File: src/rtl/radix2_seq_divider.sv
// Restoring radix-2 sequential divider, one quotient bit per clock.
// Handles unsigned or two's-complement operands and can round the quotient
// half away from zero. It flags divide-by-zero and the signed MIN/-1 overflow.
module radix2_seq_divider #(
  parameter int WIDTH = 32
) (
  input  logic             clk,
  input  logic             rst_n,
  input  logic             start,
  input  logic [WIDTH-1:0] dividend,
  input  logic [WIDTH-1:0] divisor,
  input  logic             sign_mode,
  input  logic             round_mode,
  output logic             busy,
  output logic             done,
  output logic [WIDTH-1:0] quotient,
  output logic [WIDTH-1:0] remainder,
  output logic             div_by_zero,
  output logic             overflow
);

  localparam int CNT_W = $clog2(WIDTH);
  localparam logic [WIDTH-1:0] ONE     = {{(WIDTH-1){1'b0}}, 1'b1};
  localparam logic [WIDTH-1:0] MIN_VAL = {1'b1, {(WIDTH-1){1'b0}}};

  typedef enum logic [1:0] {S_IDLE, S_CALC, S_FIX, S_DONE} state_t;

  state_t                  state, state_nxt;
  logic                    accept;
  logic [CNT_W-1:0]        cnt;

  // Operation context captured when a start is accepted
  logic [WIDTH-1:0]        dvd_raw;
  logic [WIDTH-1:0]        dvs_mag;
  logic                    neg_q, neg_r, rnd, dz, ovf;

  // Partial remainder {rem_q, acc_q}; acc_q fills with quotient bits from the right
  logic [WIDTH-1:0]        rem_q;
  logic [WIDTH-1:0]        acc_q;
  logic [WIDTH:0]          shifted;
  logic [WIDTH:0]          trial;
  logic                    keep;

  logic [WIDTH-1:0]        q_mag, q_fix, r_fix;

  // Two's-complement magnitude when operands are signed, identity otherwise
  function automatic logic [WIDTH-1:0] magnitude(input logic [WIDTH-1:0] v, input logic sgn);
    return (sgn && v[WIDTH-1]) ? -v : v;
  endfunction

  // Round-half-away-from-zero on magnitudes: bump |q| when 2*|r| >= |d|
  function automatic logic [WIDTH-1:0] round_up(input logic [WIDTH-1:0] qm,
                                                input logic [WIDTH-1:0] rm,
                                                input logic [WIDTH-1:0] dm,
                                                input logic             en);
    return (en && ({rm, 1'b0} >= {1'b0, dm})) ? qm + ONE : qm;
  endfunction

  // Apply the result sign in WIDTH-bit two's complement
  function automatic logic [WIDTH-1:0] apply_sign(input logic [WIDTH-1:0] v, input logic neg);
    return neg ? -v : v;
  endfunction

  assign shifted = {rem_q, acc_q[WIDTH-1]};
  assign trial   = shifted - {1'b0, dvs_mag};
  assign keep    = ~trial[WIDTH];

  // State register
  always_ff @(posedge clk) begin
    if (!rst_n) state <= S_IDLE;
    else        state <= state_nxt;
  end

  // Next-state logic and status outputs
  always_comb begin
    state_nxt = state;
    busy      = 1'b0;
    done      = 1'b0;
    accept    = 1'b0;
    case (state)
      S_IDLE: begin
        if (start) begin
          accept    = 1'b1;
          state_nxt = S_CALC;
        end
      end
      S_CALC: begin
        busy = 1'b1;
        if (cnt == '0) state_nxt = S_FIX;
      end
      S_FIX: begin
        busy      = 1'b1;
        state_nxt = S_DONE;
      end
      S_DONE: begin
        done = 1'b1;
        if (start) begin
          accept    = 1'b1;
          state_nxt = S_CALC;
        end else begin
          state_nxt = S_IDLE;
        end
      end
      default: state_nxt = S_IDLE;
    endcase
  end

  // Bit counter: WIDTH-1 down to 0 across the CALC phase
  always_ff @(posedge clk) begin
    if (!rst_n)              cnt <= '0;
    else if (accept)         cnt <= CNT_W'(WIDTH - 1);
    else if (state == S_CALC) cnt <= cnt - CNT_W'(1);
  end

  // Operand capture and one restoring step per CALC cycle
  always_ff @(posedge clk) begin
    if (accept) begin
      dvd_raw <= dividend;
      dvs_mag <= magnitude(divisor, sign_mode);
      acc_q   <= magnitude(dividend, sign_mode);
      rem_q   <= '0;
      neg_q   <= sign_mode & (dividend[WIDTH-1] ^ divisor[WIDTH-1]);
      neg_r   <= sign_mode & dividend[WIDTH-1];
      rnd     <= round_mode;
      dz      <= (divisor == '0);
      ovf     <= sign_mode && (dividend == MIN_VAL) && (divisor == '1);
    end else if (state == S_CALC) begin
      rem_q <= keep ? trial[WIDTH-1:0] : shifted[WIDTH-1:0];
      acc_q <= {acc_q[WIDTH-2:0], keep};
    end
  end

  // Final correction: rounding, sign restore, divide-by-zero override
  always_comb begin
    q_mag = round_up(acc_q, rem_q, dvs_mag, rnd);
    q_fix = apply_sign(q_mag, neg_q);
    r_fix = apply_sign(rem_q, neg_r);
    if (dz) begin
      q_fix = '1;
      r_fix = dvd_raw;
    end
  end

  // Result registers: change only on the FIX->DONE edge, held otherwise
  always_ff @(posedge clk) begin
    if (!rst_n) begin
      quotient    <= '0;
      remainder   <= '0;
      div_by_zero <= 1'b0;
      overflow    <= 1'b0;
    end else if (state == S_FIX) begin
      quotient    <= q_fix;
      remainder   <= r_fix;
      div_by_zero <= dz;
      overflow    <= ovf;
    end
  end

endmodule

File: config.mk
export PLATFORM = sky130hd
export DESIGN_NAME = radix2_seq_divider
export DESIGN_NICKNAME = d
export VERILOG_FILES = /design/src/rtl/radix2_seq_divider.sv
export SDC_FILE = /design/constraint.sdc
export NUM_CORES = 1
export LEC_CHECK = 0
export CAP_MARGIN = 20
export CORE_ASPECT_RATIO = 0.75
export CORE_MARGIN = 3
export CORE_UTILIZATION = 44
export CTS_CLUSTER_SIZE = 30
export DETAILED_ROUTE_END_ITERATION = 10
export SYNTH_ARGS = -nofsm -noshare
export SYNTH_HDL_FRONTEND = slang
export SYNTH_SLANG_ARGS = --single-unit
File: constraint.sdc
create_clock -name clk -period 4.9 [get_ports clk]
set_input_delay 0.735 -clock clk [delete_from_list [all_inputs] [get_ports clk]]
set_output_delay 0.735 -clock clk [all_outputs]
set_load 0.005 [all_outputs]
==> run metrics <==
routed len/inst=between 15 and 20 um; max-slew violation count=0; crit-path leading delay family=compound AO/OA/AOI/OAI gates; Final Cycle Share=0.923; ys async rst share=0; initial DRC count=a little under 1000; num rows=between 50 and 60; clk_lat worst skew=between 0.5 and 0.6 ns; synth unique cells=between 70 and 80; die span in y=roughly 160 um; pwr/cell area=635 mW/mm^2; detail-routed via count per cell=~5.7; Seq/Total Area, Yosys=0.385; unrepaired setup endpoints after global routing=no; Seq cells post-synth=around 210; Post-Layout Cell Count=2041; relative slew slack=0.427; Bufs on Longest Clock Path=3; Residual DRC=0; kind of critical path=reg -> reg; pin count of the biggest net entering global routing=between 80 and 90; Inst Count DP=1997; Worst-path clk slew=roughly 0.060 ns; worst slew pin tran=between 0.8 and 0.9 ns; Placed Instance Area=0.0151 mm^2; first-pass GRT wire length=around 61000 um; R2R cell count=15; CP startpoint=acc_q[31]$_DFFE_PP_; CTS tree=yes; CTS Root Cell=clkbuf_16; port bufs=136; Critical path buffers and inverters=2; crit path max fanout=20; die area=~0.032 mm^2; share of the synthesized area in the top cell type=0.228; hpwl dp=29100 um; FF-to-FF End=rem_q[1]$_SDFFE_PP0P_; vias in the first global route=roughly 11000; drt total wl=slightly below 40000 um; leakage power=roughly 5.8 nW; syn_area_per_cell=8.76 um^2; initial antenna violation count=0; crit path time final=roughly 4.5 ns; worst hold-check path type=reg -> reg; crit-path max cell delay=roughly 0.47 ns; via count=11701; gr usage total=0.239; crit end category=register; DRT antenna net count=0; PostCTS Resize Cnt=0; I/O pins=around 140; WP data arrival=just under 5 ns; Net Count, Synth=~1600; CP Cell Sequence=inv_1, ha_1, fa_1, nor2b_1, o21bai_1, a21bo_2, a2111o_1, a211oi_1, o21ai_1, a2111oi_2, nor4b_1, nor3_4, buf_4, mux2_2, o21ai_0; # nets final=roughly 1700; # hold bufs at CTS=0; Num Clock Sinks=206; CORE AREA=0.0295 mm^2; CP max-delay cell=a211oi_1; final setup fails=0; crit start category=register; Max IR drop VDD=roughly 0.29 mV; ys flop type=dfxtp_1; EDFF count, synth=between 100 and 150; effective utilization at floorplan=0.452; 1st-pass router iterations=5; status=completed; Final Hold Fails=0; Mapped Cells=between 1500 and 2000; fmax=221 MHz; CP Data Required Time=roughly 5.4 ns; Worst Setup EP=rem_q[1]$_SDFFE_PP0P_; final worst slack=between 0.3 and 0.4 ns; Synth warnings=0; Synth area leaders=edfxtp_1, dfxtp_1, o21ai_0, xnor2_1, xor2_1; gpl congestion=roughly 0.93; Synth area leader=edfxtp_1; Final Cell Area=between 0.015 and 0.02 mm^2; Setup Skew=between 0.015 and 0.02 ns; Cell Area, Synth=approximately 0.013 mm^2; Levels on crit path=15; Fin Hold WS=~0.50 ns; max cap viols=0; Area Growth Syn to Fin=19.7%; postcts setup bufs=0; Max H-tree Level=1; grt ovf=0; Placement Setup Slack=between 0.3 and 0.4 ns; die width=a little over 200 um; total CTS buffers=24; fill count=between 2000 and 3000; Reg-to-Reg Start=acc_q[31]$_DFFE_PP_; share of post-route cells with drive strength above 1=0.0594; R2R setup slack=between 0.3 and 0.4 ns; setup tns final=0 ns; Antenna diodes=0
## per-layer routing
metal | global-route usage | share of wire | wire [um]
met1 | 0.378 | 0.51 | 19800
met4 | 0.0520 | 0.023 | 897
met5 | 0 | 0 | 0
met3 | 0.0381 | 0.061 | 2360
met2 | 0.341 | 0.40 | 15700
## cell usage after synthesis (all sizes together), types with 45 or more instances
cell	number
a21oi	108
clkbuf	54
dfxtp	105
edfxtp	101
ha	45
inv	66
mux2i	63
nand2	156
nor2	100
o21ai	185
xnor2	91
xor2	85
## worst min path at each step
stage                                    startpoint                   endpoint  cells past startpoint
after floorplan                       ovf$_DFFE_PP_      overflow$_SDFFE_PN0N_                      2
after global placement    remainder[5]$_SDFFE_PN0N_  remainder[5]$_SDFFE_PN0N_                      2
after detailed placement  remainder[3]$_SDFFE_PN0N_  remainder[3]$_SDFFE_PN0N_                      2
after CTS                 remainder[3]$_SDFFE_PN0N_  remainder[3]$_SDFFE_PN0N_                      2
after global routing      remainder[6]$_SDFFE_PN0N_  remainder[6]$_SDFFE_PN0N_                      2
final                     remainder[6]$_SDFFE_PN0N_  remainder[6]$_SDFFE_PN0N_                      2
## registers in the layout, indices dropped and copies added, names as in the netlist
| register | flops |
|---|---|
| acc_q | 32 |
| cnt | 5 |
| div_by_zero | 1 |
| dvd_raw | 32 |
| dvs_mag | 32 |
| dz | 1 |
| neg_q | 1 |
| neg_r | 1 |
| overflow | 1 |
| ovf | 1 |
| quotient | 32 |
| rem_q | 32 |
| remainder | 32 |
| rnd | 1 |
| state | 2 |
## cell usage in the layout, fill, tap and decap left out, types with 21 or more instances in the layout
| cell | n |
|---|---|
| clkdlybuf4s50_1 | 136 |
| nor2_1 | 99 |
| nor4_1 | 21 |
| edfxtp_1 | 101 |
| ha_1 | 44 |
| mux2i_1 | 63 |
| nand4_1 | 25 |
| o31ai_1 | 22 |
| dfxtp_1 | 105 |
| nand2_1 | 156 |
| inv_1 | 66 |
| nand3_1 | 34 |
| a21oi_1 | 107 |
| nor3_1 | 27 |
| xor2_1 | 85 |
| clkbuf_16 | 26 |
| o21ai_0 | 180 |
| xnor2_1 | 91 |
| buf_4 | 22 |
## power breakdown
part           internal (mW)  switching, mW
sequential              2.58          0.601
clock                   1.29          0.748
combinational           2.02           2.90
total                   5.88           4.25
## cell type report
class	instances	area, um^2	area share
Sequential cell	206	5130	0.322
Clock inverter	13	216	0.0136
Inverter	68	255	0.0160
Timing Repair Buffer	158	1530	0.0957
Clock buffer	31	679	0.0426
Multi-Input combinational cell	1173	7650	0.479
Tap cell	392	490	0.0308
## stage by stage
step / power, mW / utilization
after floorplan: 6.52 / -
after global placement: 8.03 / 0.511
after detailed placement: 8.06 / 0.511
after CTS: 10.2 / 0.541
after global routing: 10.9 / 0.541
final: 10.1 / 0.541
## worst register-to-register path: stages, from the launching register on
cell and delay (ns):
edfxtp_1 0.37, inv_1 0.10, ha_1 0.22, fa_1 0.41, nor2b_1 0.17, o21bai_1 0.08
a21bo_2 0.23, a2111o_1 0.45, a211oi_1 0.48, o21ai_1 0.22, a2111oi_2 0.43, nor4b_1 0.19
nor3_4 0.20, buf_4 0.37, mux2_2 0.40, o21ai_0 0.13
## cells by family (layout without fill, tap and decap cells)
logic type	after synthesis	in the layout	synth area share
DFF	206	206	0.385
buffers and inverters	141	270	0.0424
muxes	68	68	0.0516
xor gates and xnor gates	176	176	0.116
and+or+nand+nor	465	465	0.172
adders and majority gates	46	46	0.0438
AOI/OAI and AO/OA	418	418	0.189
Power figures use the tool's default switching activity.
